### src/rtl/cpu_controller.sv
// Instruction-sequencing FSM for the 16-bit register-file/ALU datapath.
// Holds one instruction in IR and steps the datapath through read, compute and write-back cycles.
module cpu_controller (
  input  logic        clk,
  input  logic        reset_n,
  input  logic [15:0] in,
  input  logic        load,
  input  logic        s,
  output logic        w,
  output logic        illegal,
  output logic [2:0]  readnum,
  output logic [2:0]  writenum,
  output logic        write,
  output logic        loada,
  output logic        loadb,
  output logic        loadc,
  output logic        loads,
  output logic        asel,
  output logic        bsel,
  output logic        vsel,
  output logic [1:0]  shift,
  output logic [1:0]  ALUop,
  output logic [15:0] datapath_out
);

  typedef enum logic [2:0] {
    S_WAIT, S_DECODE, S_WR_IMM, S_GETA, S_GETB, S_ALU, S_CMP, S_WR_RD
  } state_t;

  typedef enum logic [2:0] {
    I_MOVI, I_MOVR, I_ADD, I_CMP, I_AND, I_MVN, I_ILL
  } instr_t;

  state_t      state, state_nxt;
  logic [15:0] ir;
  instr_t      instr;

  function automatic logic signed [15:0] sext_imm8(input logic signed [7:0] imm8);
    return {{8{imm8[7]}}, imm8};
  endfunction

  always_ff @(posedge clk or negedge reset_n) begin
    if (!reset_n) begin
      state <= S_WAIT;
      ir    <= 16'h0000;
    end else begin
      state <= state_nxt;
      if (state == S_WAIT && load)
        ir <= in;
    end
  end

  // Opcode/op decode of the held instruction
  always_comb begin
    instr = I_ILL;
    case (ir[15:11])
      5'b11010: instr = I_MOVI;
      5'b11000: instr = I_MOVR;
      5'b10100: instr = I_ADD;
      5'b10101: instr = I_CMP;
      5'b10110: instr = I_AND;
      5'b10111: instr = I_MVN;
      default:  instr = I_ILL;
    endcase
  end

  always_comb begin
    state_nxt = state;
    case (state)
      S_WAIT:   state_nxt = s ? S_DECODE : S_WAIT;
      S_DECODE: begin
        case (instr)
          I_MOVI:               state_nxt = S_WR_IMM;
          I_MOVR, I_MVN:        state_nxt = S_GETB;
          I_ADD, I_AND, I_CMP:  state_nxt = S_GETA;
          default:              state_nxt = S_WAIT;
        endcase
      end
      S_GETA:   state_nxt = S_GETB;
      S_GETB:   state_nxt = (instr == I_CMP) ? S_CMP : S_ALU;
      S_ALU:    state_nxt = S_WR_RD;
      S_CMP:    state_nxt = S_WAIT;
      S_WR_RD:  state_nxt = S_WAIT;
      S_WR_IMM: state_nxt = S_WAIT;
      default:  state_nxt = S_WAIT;
    endcase
  end

  always_comb begin
    w        = 1'b0;
    illegal  = 1'b0;
    readnum  = 3'd0;
    writenum = 3'd0;
    write    = 1'b0;
    loada    = 1'b0;
    loadb    = 1'b0;
    loadc    = 1'b0;
    loads    = 1'b0;
    asel     = 1'b0;
    bsel     = 1'b0;
    vsel     = 1'b0;
    shift    = 2'b00;
    ALUop    = 2'b00;
    case (state)
      S_WAIT:   w = 1'b1;
      S_DECODE: illegal = (instr == I_ILL);
      S_GETA: begin
        readnum = ir[10:8];
        loada   = 1'b1;
      end
      S_GETB: begin
        readnum = ir[2:0];
        loadb   = 1'b1;
      end
      S_ALU: begin
        shift = ir[4:3];
        asel  = (instr == I_MOVR) || (instr == I_MVN);
        loadc = 1'b1;
        case (instr)
          I_AND:   ALUop = 2'b10;
          I_MVN:   ALUop = 2'b11;
          default: ALUop = 2'b00;
        endcase
      end
      S_CMP: begin
        shift = ir[4:3];
        ALUop = 2'b01;
        loads = 1'b1;
      end
      S_WR_RD: begin
        writenum = ir[7:5];
        write    = 1'b1;
      end
      S_WR_IMM: begin
        writenum = ir[10:8];
        vsel     = 1'b1;
        write    = 1'b1;
      end
      default: w = 1'b0;
    endcase
  end

  assign datapath_out = sext_imm8(ir[7:0]);

endmodule

### config.mk
export PLATFORM = sky130hd
export DESIGN_NAME = cpu_controller
export DESIGN_NICKNAME = d
export VERILOG_FILES = /design/src/rtl/cpu_controller.sv
export SDC_FILE = /design/constraint.sdc
export NUM_CORES = 1
export LEC_CHECK = 0
export BUFFER_PORTS_ARGS = -buffer_cell sky130_fd_sc_hd__buf_2
export CORE_ASPECT_RATIO = 0.8
export CORE_MARGIN = 3
export CORE_UTILIZATION = 25
export CTS_CLUSTER_SIZE = 20
export DETAILED_ROUTE_END_ITERATION = 16
export HOLD_SLACK_MARGIN = 0.08
export MAX_ROUTING_LAYER = met4
export PLACE_DENSITY = 0.54
export RECOVER_POWER = 100
export SLEW_MARGIN = 5
export SYNTH_ARGS = -nofsm -noshare
export SYNTH_HDL_FRONTEND = slang
export SYNTH_SLANG_ARGS = --single-unit
export TNS_END_PERCENT = 100
### constraint.sdc
create_clock -name clk -period 2.1 [get_ports clk]
set_clock_uncertainty 0.05 [all_clocks]
set_input_delay 0.42 -clock clk [delete_from_list [all_inputs] [get_ports clk]]
set_output_delay 0.42 -clock clk [all_outputs]
set_load 0.005 [all_outputs]
## Yosys cells after proc, flatten, opt, wreduce, memory -nomap -nowiden

Cells that the tools add are included.

| cells by class | value |
|---|---|
| eq/ne operators | 19 |
| multiplexer cells | 19 |
| reduce and logical (&&, ||, !) cells | 9 |

Operators by type and width:

| operator | count |
|---|---|
| case mux 3 bit (6 select lines) | 2 |
| equality test 5 bit (second input constant) | 6 |
| equality test 3 bit (second input constant) | 7 |
| equality test 3 x 2 -> 1 bit (second input constant) | 4 |
| case mux 3 bit (2 select lines) | 2 |
| 2-to-1 mux 1 bit | 10 |
| case mux 3 bit (3 select lines) | 1 |
| case mux 2 bit (2 select lines) | 2 |
| equality test 3 x 1 -> 1 bit (second input constant) | 2 |
| zero test 3 bit | 2 |
| OR reduction 2 bit | 3 |
| OR reduction 3 bit | 2 |
| 2-to-1 mux 2 bit | 2 |
| logical AND 1 bit | 1 |
| logical OR 1 bit | 1 |

| word-level totals | value |
|---|---|
| flip-flop bits (word level) | 19 |
| input bits | 20 |
| output and inout port bits | 36 |
| logic and storage cells | 49 |

## Longest topological paths before layout

Gate-level depths: netlist of the first run.

| depth | value |
|---|---|
| depth after elaboration | 6 |
| depth in mapped cells | 6 |
| mapped depth without buffers | 5 |

## Worst setup path after synthesis of the first run

Ideal clock, no wire load.

| path | value |
|---|---|
| path type | flip-flop to output port |
| from | register state[1] |
| to | output port readnum[0] |
| arrival | 1.216 ns |
| required time | 1.630 ns |
| setup slack | 0.414 ns |
| cell stages (with the launch flop) | 5 |
| path buffers | 1 |
| path through | dfrtp_1 clkbuf_1 or2b_1 nor2_1 a22o_1 |

| on the way | value |
|---|---|
| cells in the longest elaborated chain, start to end | 2 |
| elaborated cells on any way between the ends | 3 |
| classes of those cells | 2 x eq/ne; 1 x mux |

RTL lines:

| element | RTL line | RTL |
|---|---|---|
| from (decl) | 34 | `state_t state, state_nxt;` |
| from (signal assigned) | 47 | `state <= state_nxt;` |
| equality test 3 bit / equality test 3 x 2 -> 1 bit (equally long branches) | 104 | `case (state)` |
| case mux 3 bit (2 select lines) (*) | 104 |  |
| to (decl) | 11 | `output logic [2:0] readnum,` |

Every way passes the cells marked *; elsewhere a longest branch is shown, timed or not.

## Worst setup path in the final report of the first run

Ends and elaborated chain as after synthesis.

==> results.sh, run 1 <==
export IMPL_status="finished, final reports clean"
export IMPL_ys_seq_area_frac=0.3854
export IMPL_avgSynthCellArea_um2=10.45
export IMPL_yosys_area_top_type="dfrtp_1"
export IMPL_async_flop_share=1.000
export IMPL_netlist_top_cells_area="dfrtp_1 39%, buf_4 10%, mux2_4 9.7%"
export IMPL_grt_setup_unrepaired="no"
export IMPL_endpoint_kind="primary output"
export IMPL_p_leak_nw=0.6268
export IMPL_routabilityCongestion=0.7915
export IMPL_cts_buffer_depth=2
export IMPL_first_pass_iters=4
export IMPL_max_freq_mhz=497.5
export IMPL_synth_seq_cells=19
export IMPL_synth_top_area_share=0.3854
export IMPL_power_switching_mw=0.7728
export IMPL_reg2regPathDepth=3
export IMPL_initialDrtViolationCount=115
export IMPL_final_period_utilization=0.9571
export IMPL_syn_nets=138
export IMPL_finalSetupViolCount=0
export IMPL_comb_power_share=0.425
export IMPL_relSlewSlack=0.2965
export IMPL_p_seq_frac=0.435
export IMPL_clock_sinks=19
export IMPL_hp_class="input port to flip-flop"
export IMPL_top_level_ports=56
export IMPL_fin_area_mm2=0.001401
export IMPL_post_dp_cell_area_mm2=0.001394
export IMPL_ant_nets=0
export IMPL_cts_root_buffer="clkbuf_8"
export IMPL_clk_latency_ns=0.26
export IMPL_dieWidth_um=84.54
export IMPL_period_needed_ns=2.010
export IMPL_port_buffer_count=54
export IMPL_antennaDiodeCount=0
export IMPL_timing_hold_ws_ns=0.3246
export IMPL_synthCells=118
export IMPL_die_h_um=68.83
export IMPL_synthDistinctLibCells=33
export IMPL_irDropWorstVdd_v=0.0003888
export IMPL_grt_ovfl_total=0
export IMPL_drc_errors=0
export IMPL_maxCapViolCount=0
export IMPL_cp_start_kind="flip-flop"
export IMPL_slew_viol_final=0
export IMPL_cp_arrival_ns=1.54
export IMPL_hold_path_depth=2
export IMPL_wl_per_cell_um=13.26
export IMPL_drive_gt1_frac=0.3117
export IMPL_critPathKind="flip-flop to primary output"
export IMPL_htreeDepth=1
export IMPL_grt_max_degree=20
export IMPL_ys_warn_count=0
export IMPL_syn_to_final_growth_pct=13.59
export IMPL_pwr_share_clk=0.140
export IMPL_cts_tree="built"
export IMPL_postCtsSetupBuffers=0
export IMPL_worstPathMaxFanout=13
export IMPL_initial_core_util=0.2636
export IMPL_required_ns=1.63
export IMPL_core_area_mm2=0.004679
export IMPL_ys_dominant_reg_cell="dfrtp_1"
export IMPL_worst_pin_slew_ns=1.055
export IMPL_instances_no_fill=214
export IMPL_post_place_cells=209
export IMPL_yosys_cell_count_top_type="dfrtp_1"
export IMPL_syn_area_mm2=0.001234
export IMPL_grt_usage=0.1021
export IMPL_grt_pass1_wl_um=4381
export IMPL_p_int_mw=1.111
export IMPL_routed_wl_um=2837
export IMPL_setup_tns_ns=0
export IMPL_fillerInstances=537
export IMPL_layout_setup_ws_ns=0.09000
export IMPL_first_global_vias=860
export IMPL_synth_common_cells="19 x dfrtp_1, 17 x buf_4, 9 x nand2_1"
export IMPL_swShare=0.4103
export IMPL_vias=941
export IMPL_place_ws_ns=0.3069
export IMPL_power_density_mw_per_mm2=1344
export IMPL_vias_per_cell=4.397
export IMPL_synth_edff_count=0
export IMPL_antenna_found_initial=0
export IMPL_dieArea_mm2=0.005819
export IMPL_numCtsBuffers=3
export IMPL_clkTransAtPathRegs_ns=0.08
export IMPL_row_count=22
export IMPL_finish_net_count=175
export IMPL_hpwlAfterDp_um=2223
export IMPL_finalHoldViolCount=0
path summary, 6_finish.rpt:
kind                            startpoint    endpoint  slack [ns]
worst max register to register    state[0]       ir[7]        0.35
worst min-delay path                in[13]      ir[13]        0.32
worst max-delay path              state[1]  readnum[0]        0.09
worst min register to register       ir[5]       ir[5]        0.49
min in group asynchronous          reset_n      ir[13]        0.81
max in group asynchronous          reset_n    state[1]        0.48
state kept, by name (all words and copies together), names as in the netlist:
| signal | flops |
|---|---|
| state | 3 |
| ir | 16 |
layer usage:
layer  routed length (um)  global-route usage  vias up
met5                    0                   -        -
met4                   25             0.04150        0
met3                  189             0.02850        2
met2                 1357              0.1582       36
met1                 1265              0.1275      437
li1                     -                   -      466
cells by family (layout without fill, tap and decap cells):
| group | after synthesis | after routing | synth area share |
|---|---|---|---|
| AOI/OAI and AO/OA | 18 | 18 | 0.1004 |
| DFF | 19 | 19 | 0.3854 |
| muxes | 14 | 14 | 0.1521 |
| other | 1 | 1 | 0.003040 |
| xor gates and xnor gates | 1 | 1 | 0.007101 |
| and+or+nand+nor | 38 | 38 | 0.1897 |
| buffers and inverters | 27 | 63 | 0.1623 |
critical path, cell delays in order, from the launching register on:
cell,delay (ns)
dfrtp_2,0.50
or2b_1,0.26
nor2_1,0.23
a22o_1,0.18
clkbuf_1,0.11
layout make-up:
class | instances | area [um2] | share of cell area
sequential | 19 | 479.2 | 0.3420
clock buffer | 3 | 41.29 | 0.02946
multi-input combinational | 72 | 531.8 | 0.3795
clock inverter | 1 | 7.507 | 0.005357
inverter | 4 | 15.01 | 0.01071
tap | 60 | 75.07 | 0.05357
timing repair buffer | 55 | 251.5 | 0.1795
through the flow:
step                  util  power [mW]
floorplan                -       1.632
global placement    0.2979       1.757
detailed placement  0.2979       1.760
CTS                 0.3107       2.043
global route        0.2995       2.088
finish              0.2995       1.883
cells in the final DEF, fill, tap and decap left out, types with 2 or more instances in the layout:
master,n
and3b_1,4
mux2_2,6
a22o_1,3
inv_1,4
mux2_1,8
dfrtp_2,3
nand3_1,2
buf_2,30
nor2_1,5
clkbuf_8,3
nor4b_1,2
nor3b_1,2
clkbuf_1,22
nand2_1,9
nand3b_1,2
dfrtp_1,16
o21ai_0,8
a21boi_0,3
and2_0,2
what timing repair did:
action                                  in CTS  in global routing
endpoints found under the setup margin       1                  8
hold buffers                                 1                  0
endpoints found under the hold margin       19                  0
gates resized for setup                      1                  4
power groups by stage:
stage	clock network, mW	registers, mW	logic (mW)
finish	0.264	0.820	0.800
floorplan	0	0.707	0.925
global placement	0	0.824	0.933
detailed placement	0	0.827	0.933
CTS	0.285	0.821	0.937
global route	0.295	0.872	0.921
Power figures use the tool's default switching activity.
==> run 2: changes to the inputs <==
--- a/config.mk
+++ b/config.mk
@@ -15,6 +15,7 @@
 export MAX_ROUTING_LAYER = met4
 export PLACE_DENSITY = 0.54
 export RECOVER_POWER = 100
+export SETUP_SLACK_MARGIN = 0.15
 export SLEW_MARGIN = 5
 export SYNTH_ARGS = -nofsm -noshare
 export SYNTH_HDL_FRONTEND = slang
==> run 2 against run 1 <==
Maximum frequency is 2.1% higher. Critical path depth stayed put. Register-to-register slack worse by 0.17 ns. Clock power hardly changed. Sequential share of layout area is 3.0 points lower.
==> results.sh, run 2 (same netlist as run 1, synthesis figures left out) <==
export IMPL_antenna_found_initial=0
export IMPL_layout_setup_ws_ns=0.1309
export IMPL_clock_sinks=19
export IMPL_port_buffer_count=54
export IMPL_max_freq_mhz=507.9
export IMPL_hpwlAfterDp_um=2223
export IMPL_routed_wl_um=3067
export IMPL_finalHoldViolCount=0
export IMPL_vias_per_cell=4.327
export IMPL_required_ns=1.63
export IMPL_cp_top_family="flip-flops"
export IMPL_maxCapViolCount=0
export IMPL_period_needed_ns=1.969
export IMPL_grt_max_degree=20
export IMPL_dieArea_mm2=0.005819
export IMPL_largestRegisters="ir (16), state (3)"
export IMPL_cts_buffer_depth=2
export IMPL_dieWidth_um=84.54
export IMPL_postLayoutCoreUtil=0.3275
export IMPL_relSlewSlack=0.2917
export IMPL_die_h_um=68.83
export IMPL_path_cells="clkbuf_1, and3b_2, a22o_1, buf_2"
export IMPL_cp_arrival_ns=1.50
export IMPL_design_power_total_mw=2.089
export IMPL_initial_core_util=0.2636
export IMPL_slew_viol_final=0
export IMPL_irDropWorstVdd_v=0.0004258
export IMPL_path_buf_inv=2
export IMPL_r2r_start="state[2]"
export IMPL_cp_depth=4
export IMPL_reg2regPathDepth=6
export IMPL_ant_nets=0
export IMPL_drc_errors=0
export IMPL_first_global_vias=856
export IMPL_grt_ovfl_total=0
export IMPL_hp_class="input port to flip-flop"
export IMPL_numCtsBuffers=3
export IMPL_post_place_cells=209
export IMPL_top_usage_layer="met2"
export IMPL_critPathKind="flip-flop to primary output"
export IMPL_power_density_mw_per_mm2=1363
export IMPL_wl_per_cell_um=13.57
export IMPL_swShare=0.3986
export IMPL_p_int_mw=1.256
export IMPL_power_switching_mw=0.8328
export IMPL_p_leak_nw=0.7281
export IMPL_grtUsageMet1=0.1275
export IMPL_endpoint_kind="primary output"
export IMPL_finalSetupViolCount=0
export IMPL_crit_start="state[1]"
export IMPL_place_ws_ns=0.3069
export IMPL_row_count=22
export IMPL_r2r_slack_ns=0.18
export IMPL_p_seq_frac=0.382
export IMPL_setup_tns_ns=0
export IMPL_largest_reg_flops=16
export IMPL_antennaDiodeCount=0
export IMPL_clkTransAtPathRegs_ns=0.08
export IMPL_status="finished, final reports clean"
export IMPL_top_register="ir"
export IMPL_top_level_ports=56
export IMPL_vias=978
export IMPL_cts_root_buffer="clkbuf_8"
export IMPL_initialDrtViolationCount=62
export IMPL_grt_usage=0.1021
export IMPL_worstPathMaxFanout=6
export IMPL_routabilityCongestion=0.7915
export IMPL_clk_latency_ns=0.26
export IMPL_crit_path_end="readnum[2]"
export IMPL_final_period_utilization=0.9377
export IMPL_grt_pass1_wl_um=4388
export IMPL_max_stage_delay_ns=0.45
export IMPL_core_area_mm2=0.004679
export IMPL_cts_tree="built"
export IMPL_syn_to_final_growth_pct=24.24
export IMPL_pwr_share_clk=0.127
export IMPL_instances_no_fill=226
export IMPL_grt_use_met2=0.1582
export IMPL_worst_r2r_endpoint="ir[11]"
export IMPL_grt_setup_unrepaired="yes"
export IMPL_comb_power_share=0.492
export IMPL_layout_commonest_cell="buf_2"
export IMPL_finish_net_count=187
export IMPL_grtUsageMet3=0.02850
export IMPL_drive_gt1_frac=0.4096
export IMPL_slowest_stage="dfrtp_1"
export IMPL_worst_pin_slew_ns=1.062
export IMPL_layout_common_cells="38 x buf_2, 18 x clkbuf_1, 17 x dfrtp_1, 9 x nand2_1, 7 x o21ai_0"
export IMPL_cp_start_kind="flip-flop"
export IMPL_first_pass_iters=4
export IMPL_htreeDepth=1
[run 2: worst min-delay path by stage]
stage / start / endpoint / slack [ns] / cells past startpoint
after floorplan: reset_n / ir[0] / 0.07 / 0
after global placement: reset_n / ir[13] / 0.34 / 1
after detailed placement: reset_n / ir[13] / 0.34 / 1
after CTS: in[13] / ir[13] / 0.32 / 2
after global routing: in[13] / ir[13] / 0.32 / 2
final: in[14] / ir[14] / 0.33 / 2
[run 2: worst register-to-register path, delay by kind of cell, from the launching register on]
kind,cells,cell delay [ns]
simple gates,2,0.55
buf+inv,3,0.45
flops,1,0.44
mux,1,0.32
[run 2: repair_timing]
action                                  CTS  global route
buffers inserted                          0            12
gates cloned                              0             0
endpoints found under the hold margin    19             0
endpoints found under the setup margin   10             9
pin swaps                                 0             2
hold buffers                              1             0
resized for setup                         6            10
[run 2: metal layers]
metal / routed length, um / vias up
li1: - / 485
met1: 1406 / 454
met2: 1427 / 35
met3: 194 / 4
met4: 39 / 0
met5: 0 / -
[run 2: per-stage QoR]
stage,hold WS (ns),cell area (um2)
after floorplan,0.07441,1234
after global placement,0.3405,1394
after detailed placement,0.3420,1394
after CTS,0.3242,1464
after global routing,0.3240,1533
final,0.3274,1533
[run 2: cell type report]
type                       count  area (um2)
inverter                       4       15.01
multi-input combinational     72       550.5
clock inverter                 1       7.507
clock buffer                   3       41.29
fill                         517        3147
timing repair buffer          67       365.4
tap                           60       75.07
sequential                    19       478.0
[run 2: power by group through the flow]
stage	sequential [mW]	combinational, mW	clock, mW
floorplan	0.707	0.925	0
global placement	0.824	0.933	0
detailed placement	0.827	0.933	0
CTS	0.830	0.944	0.285
global route	0.838	1.15	0.295
finish	0.797	1.03	0.265
==> run 3: changes to the inputs <==
--- a/config.mk
+++ b/config.mk
@@ -6,6 +6,8 @@
 export NUM_CORES = 1
 export LEC_CHECK = 0
 export BUFFER_PORTS_ARGS = -buffer_cell sky130_fd_sc_hd__buf_2
+export CELL_PAD_IN_SITES_DETAIL_PLACEMENT = 0
+export CELL_PAD_IN_SITES_GLOBAL_PLACEMENT = 2
 export CORE_ASPECT_RATIO = 0.8
 export CORE_MARGIN = 3
 export CORE_UTILIZATION = 25
@@ -13,7 +15,7 @@
 export DETAILED_ROUTE_END_ITERATION = 16
 export HOLD_SLACK_MARGIN = 0.08
 export MAX_ROUTING_LAYER = met4
-export PLACE_DENSITY = 0.54
+export PLACE_DENSITY = 0.8
 export RECOVER_POWER = 100
 export SETUP_SLACK_MARGIN = 0.15
 export SLEW_MARGIN = 5
==> run 3 against run 2 <==
Cell count is 2.7% lower. Power decreased by 3.3%. Worst setup slack improved by 0.060 ns. Sequential power up 2%. Critical path depth increased by 1. Via count decreased by 0.61%. Die area did not move. Maximum frequency up 3.1%. Clock-buffer cell count did not move. Non-clock buffer count is 6 lower. Largest cell class unchanged. Highest routed layer unchanged.
==> results.sh, run 3 (same netlist as run 1, synthesis figures left out) <==
export IMPL_clkTransAtPathRegs_ns=0.07
export IMPL_row_count=22
export IMPL_hpwlAfterDp_um=2316
export IMPL_drc_errors=0
export IMPL_worstPathMaxFanout=8
export IMPL_power_density_mw_per_mm2=1373
export IMPL_layout_commonest_cell="buf_2"
export IMPL_power_switching_mw=0.8314
export IMPL_port_buffer_count=54
export IMPL_pwr_share_clk=0.128
export IMPL_cp_start_kind="flip-flop"
export IMPL_largest_reg_flops=16
export IMPL_numCtsBuffers=3
export IMPL_grt_usage=0.1048
export IMPL_slew_viol_final=0
export IMPL_required_ns=1.63
export IMPL_clock_sinks=19
export IMPL_clk_latency_ns=0.25
export IMPL_final_period_utilization=0.9091
export IMPL_endpoint_kind="primary output"
export IMPL_die_h_um=68.83
export IMPL_setup_tns_ns=0
export IMPL_grt_setup_unrepaired="no"
export IMPL_finalSetupViolCount=0
export IMPL_grt_pass1_wl_um=4574
export IMPL_cts_tree="built"
export IMPL_p_int_mw=1.189
export IMPL_finish_net_count=181
export IMPL_period_needed_ns=1.909
export IMPL_dieArea_mm2=0.005819
export IMPL_grt_ovfl_total=0
export IMPL_cts_root_buffer="clkbuf_8"
export IMPL_timing_hold_ws_ns=0.3345
export IMPL_critPathKind="flip-flop to primary output"
export IMPL_top_register="ir"
export IMPL_grt_max_degree=20
export IMPL_dieWidth_um=84.54
export IMPL_worst_pin_slew_ns=1.054
export IMPL_finalHoldViolCount=0
export IMPL_wl_per_cell_um=14.00
export IMPL_ant_nets=0
export IMPL_post_place_cells=209
export IMPL_first_pass_iters=4
export IMPL_antenna_found_initial=0
export IMPL_comb_power_share=0.469
export IMPL_design_power_total_mw=2.020
export IMPL_maxCapViolCount=0
export IMPL_top_level_ports=56
export IMPL_status="finished, final reports clean"
export IMPL_vias=972
export IMPL_initial_core_util=0.2636
export IMPL_initialDrtViolationCount=23
export IMPL_largestRegisters="ir (16), state (3)"
export IMPL_instances_no_fill=220
export IMPL_irDropWorstVdd_v=0.0003930
export IMPL_fillerInstances=499
export IMPL_core_area_mm2=0.004679
export IMPL_first_global_vias=946
export IMPL_place_ws_ns=0.3410
export IMPL_routed_wl_um=3081
export IMPL_cp_arrival_ns=1.44
export IMPL_p_leak_nw=0.6784
export IMPL_swShare=0.4116
export IMPL_layout_setup_ws_ns=0.1910
export IMPL_max_freq_mhz=523.8
export IMPL_syn_to_final_growth_pct=19.27
export IMPL_hp_class="input port to flip-flop"
export IMPL_vias_per_cell=4.418
export IMPL_relSlewSlack=0.2973
export IMPL_p_seq_frac=0.404
export IMPL_drive_gt1_frac=0.3750
export IMPL_antennaDiodeCount=0
export IMPL_cts_buffer_depth=2
export IMPL_routabilityCongestion=0.9227
export IMPL_layout_common_cells="34 x buf_2, 20 x clkbuf_1, 16 x dfrtp_1, 9 x nand2_1"
export IMPL_htreeDepth=1
-- run 3: final timing paths --
check | start | end | slack [ns] | depth (start not counted)
setup / recovery | state[1] | ALUop[0] | 0.19 | 5
hold / removal | in[13] | ir[13] | 0.33 | 2
setup reg to reg | state[0] | ir[14] | 0.28 | 4
hold reg to reg | ir[5] | ir[5] | 0.49 | 1
max in group asynchronous | reset_n | state[0] | 0.48 | 2
min in group asynchronous | reset_n | ir[3] | 0.82 | 2
-- run 3: timing repair --
action,in CTS,in global routing
endpoints found under the setup margin,6,9
hold endpoints to repair,19,0
setup buffers,0,6
gates resized for setup,4,10
hold buffers,1,0
cloned,0,0
-- run 3: metrics by stage --
step	util	cell area [um2]
global route	0.3144	1471
floorplan	-	1234
detailed placement	0.2979	1394
finish	0.3144	1471
CTS	0.3118	1459
global placement	0.2979	1394
-- run 3: power groups by stage --
stage	logic, mW	registers, mW	clock network [mW]
after detailed placement	0.944	0.826	0
after global placement	0.933	0.811	0
final	0.946	0.816	0.258
after floorplan	0.925	0.707	0
after global routing	1.06	0.856	0.287
after CTS	0.953	0.825	0.274
-- run 3: final cells by class --
type	instances	area, um2	share of cell area
clock inverters	1	7.507	0.005102
inverters	4	15.01	0.01020
repair buffers	61	297.8	0.2024
flip-flops and latches	19	479.2	0.3257
multi-input cells	72	555.5	0.3776
clock buffers	3	41.29	0.02806
well taps	60	75.07	0.05102
-- run 3: layer usage --
layer	global-route usage	routed length (um)
met3	0.03088	190
met5	-	0
met2	0.1543	1397
met1	0.1327	1447
met4	0.05138	46
-- run 3: worst max-delay path, stage by stage, from the launching register on --
cell and delay [ns]:
dfrtp_1 0.45, nor2b_1 0.22, nand2_1 0.12, inv_1 0.12
a41o_1 0.17, buf_2 0.11
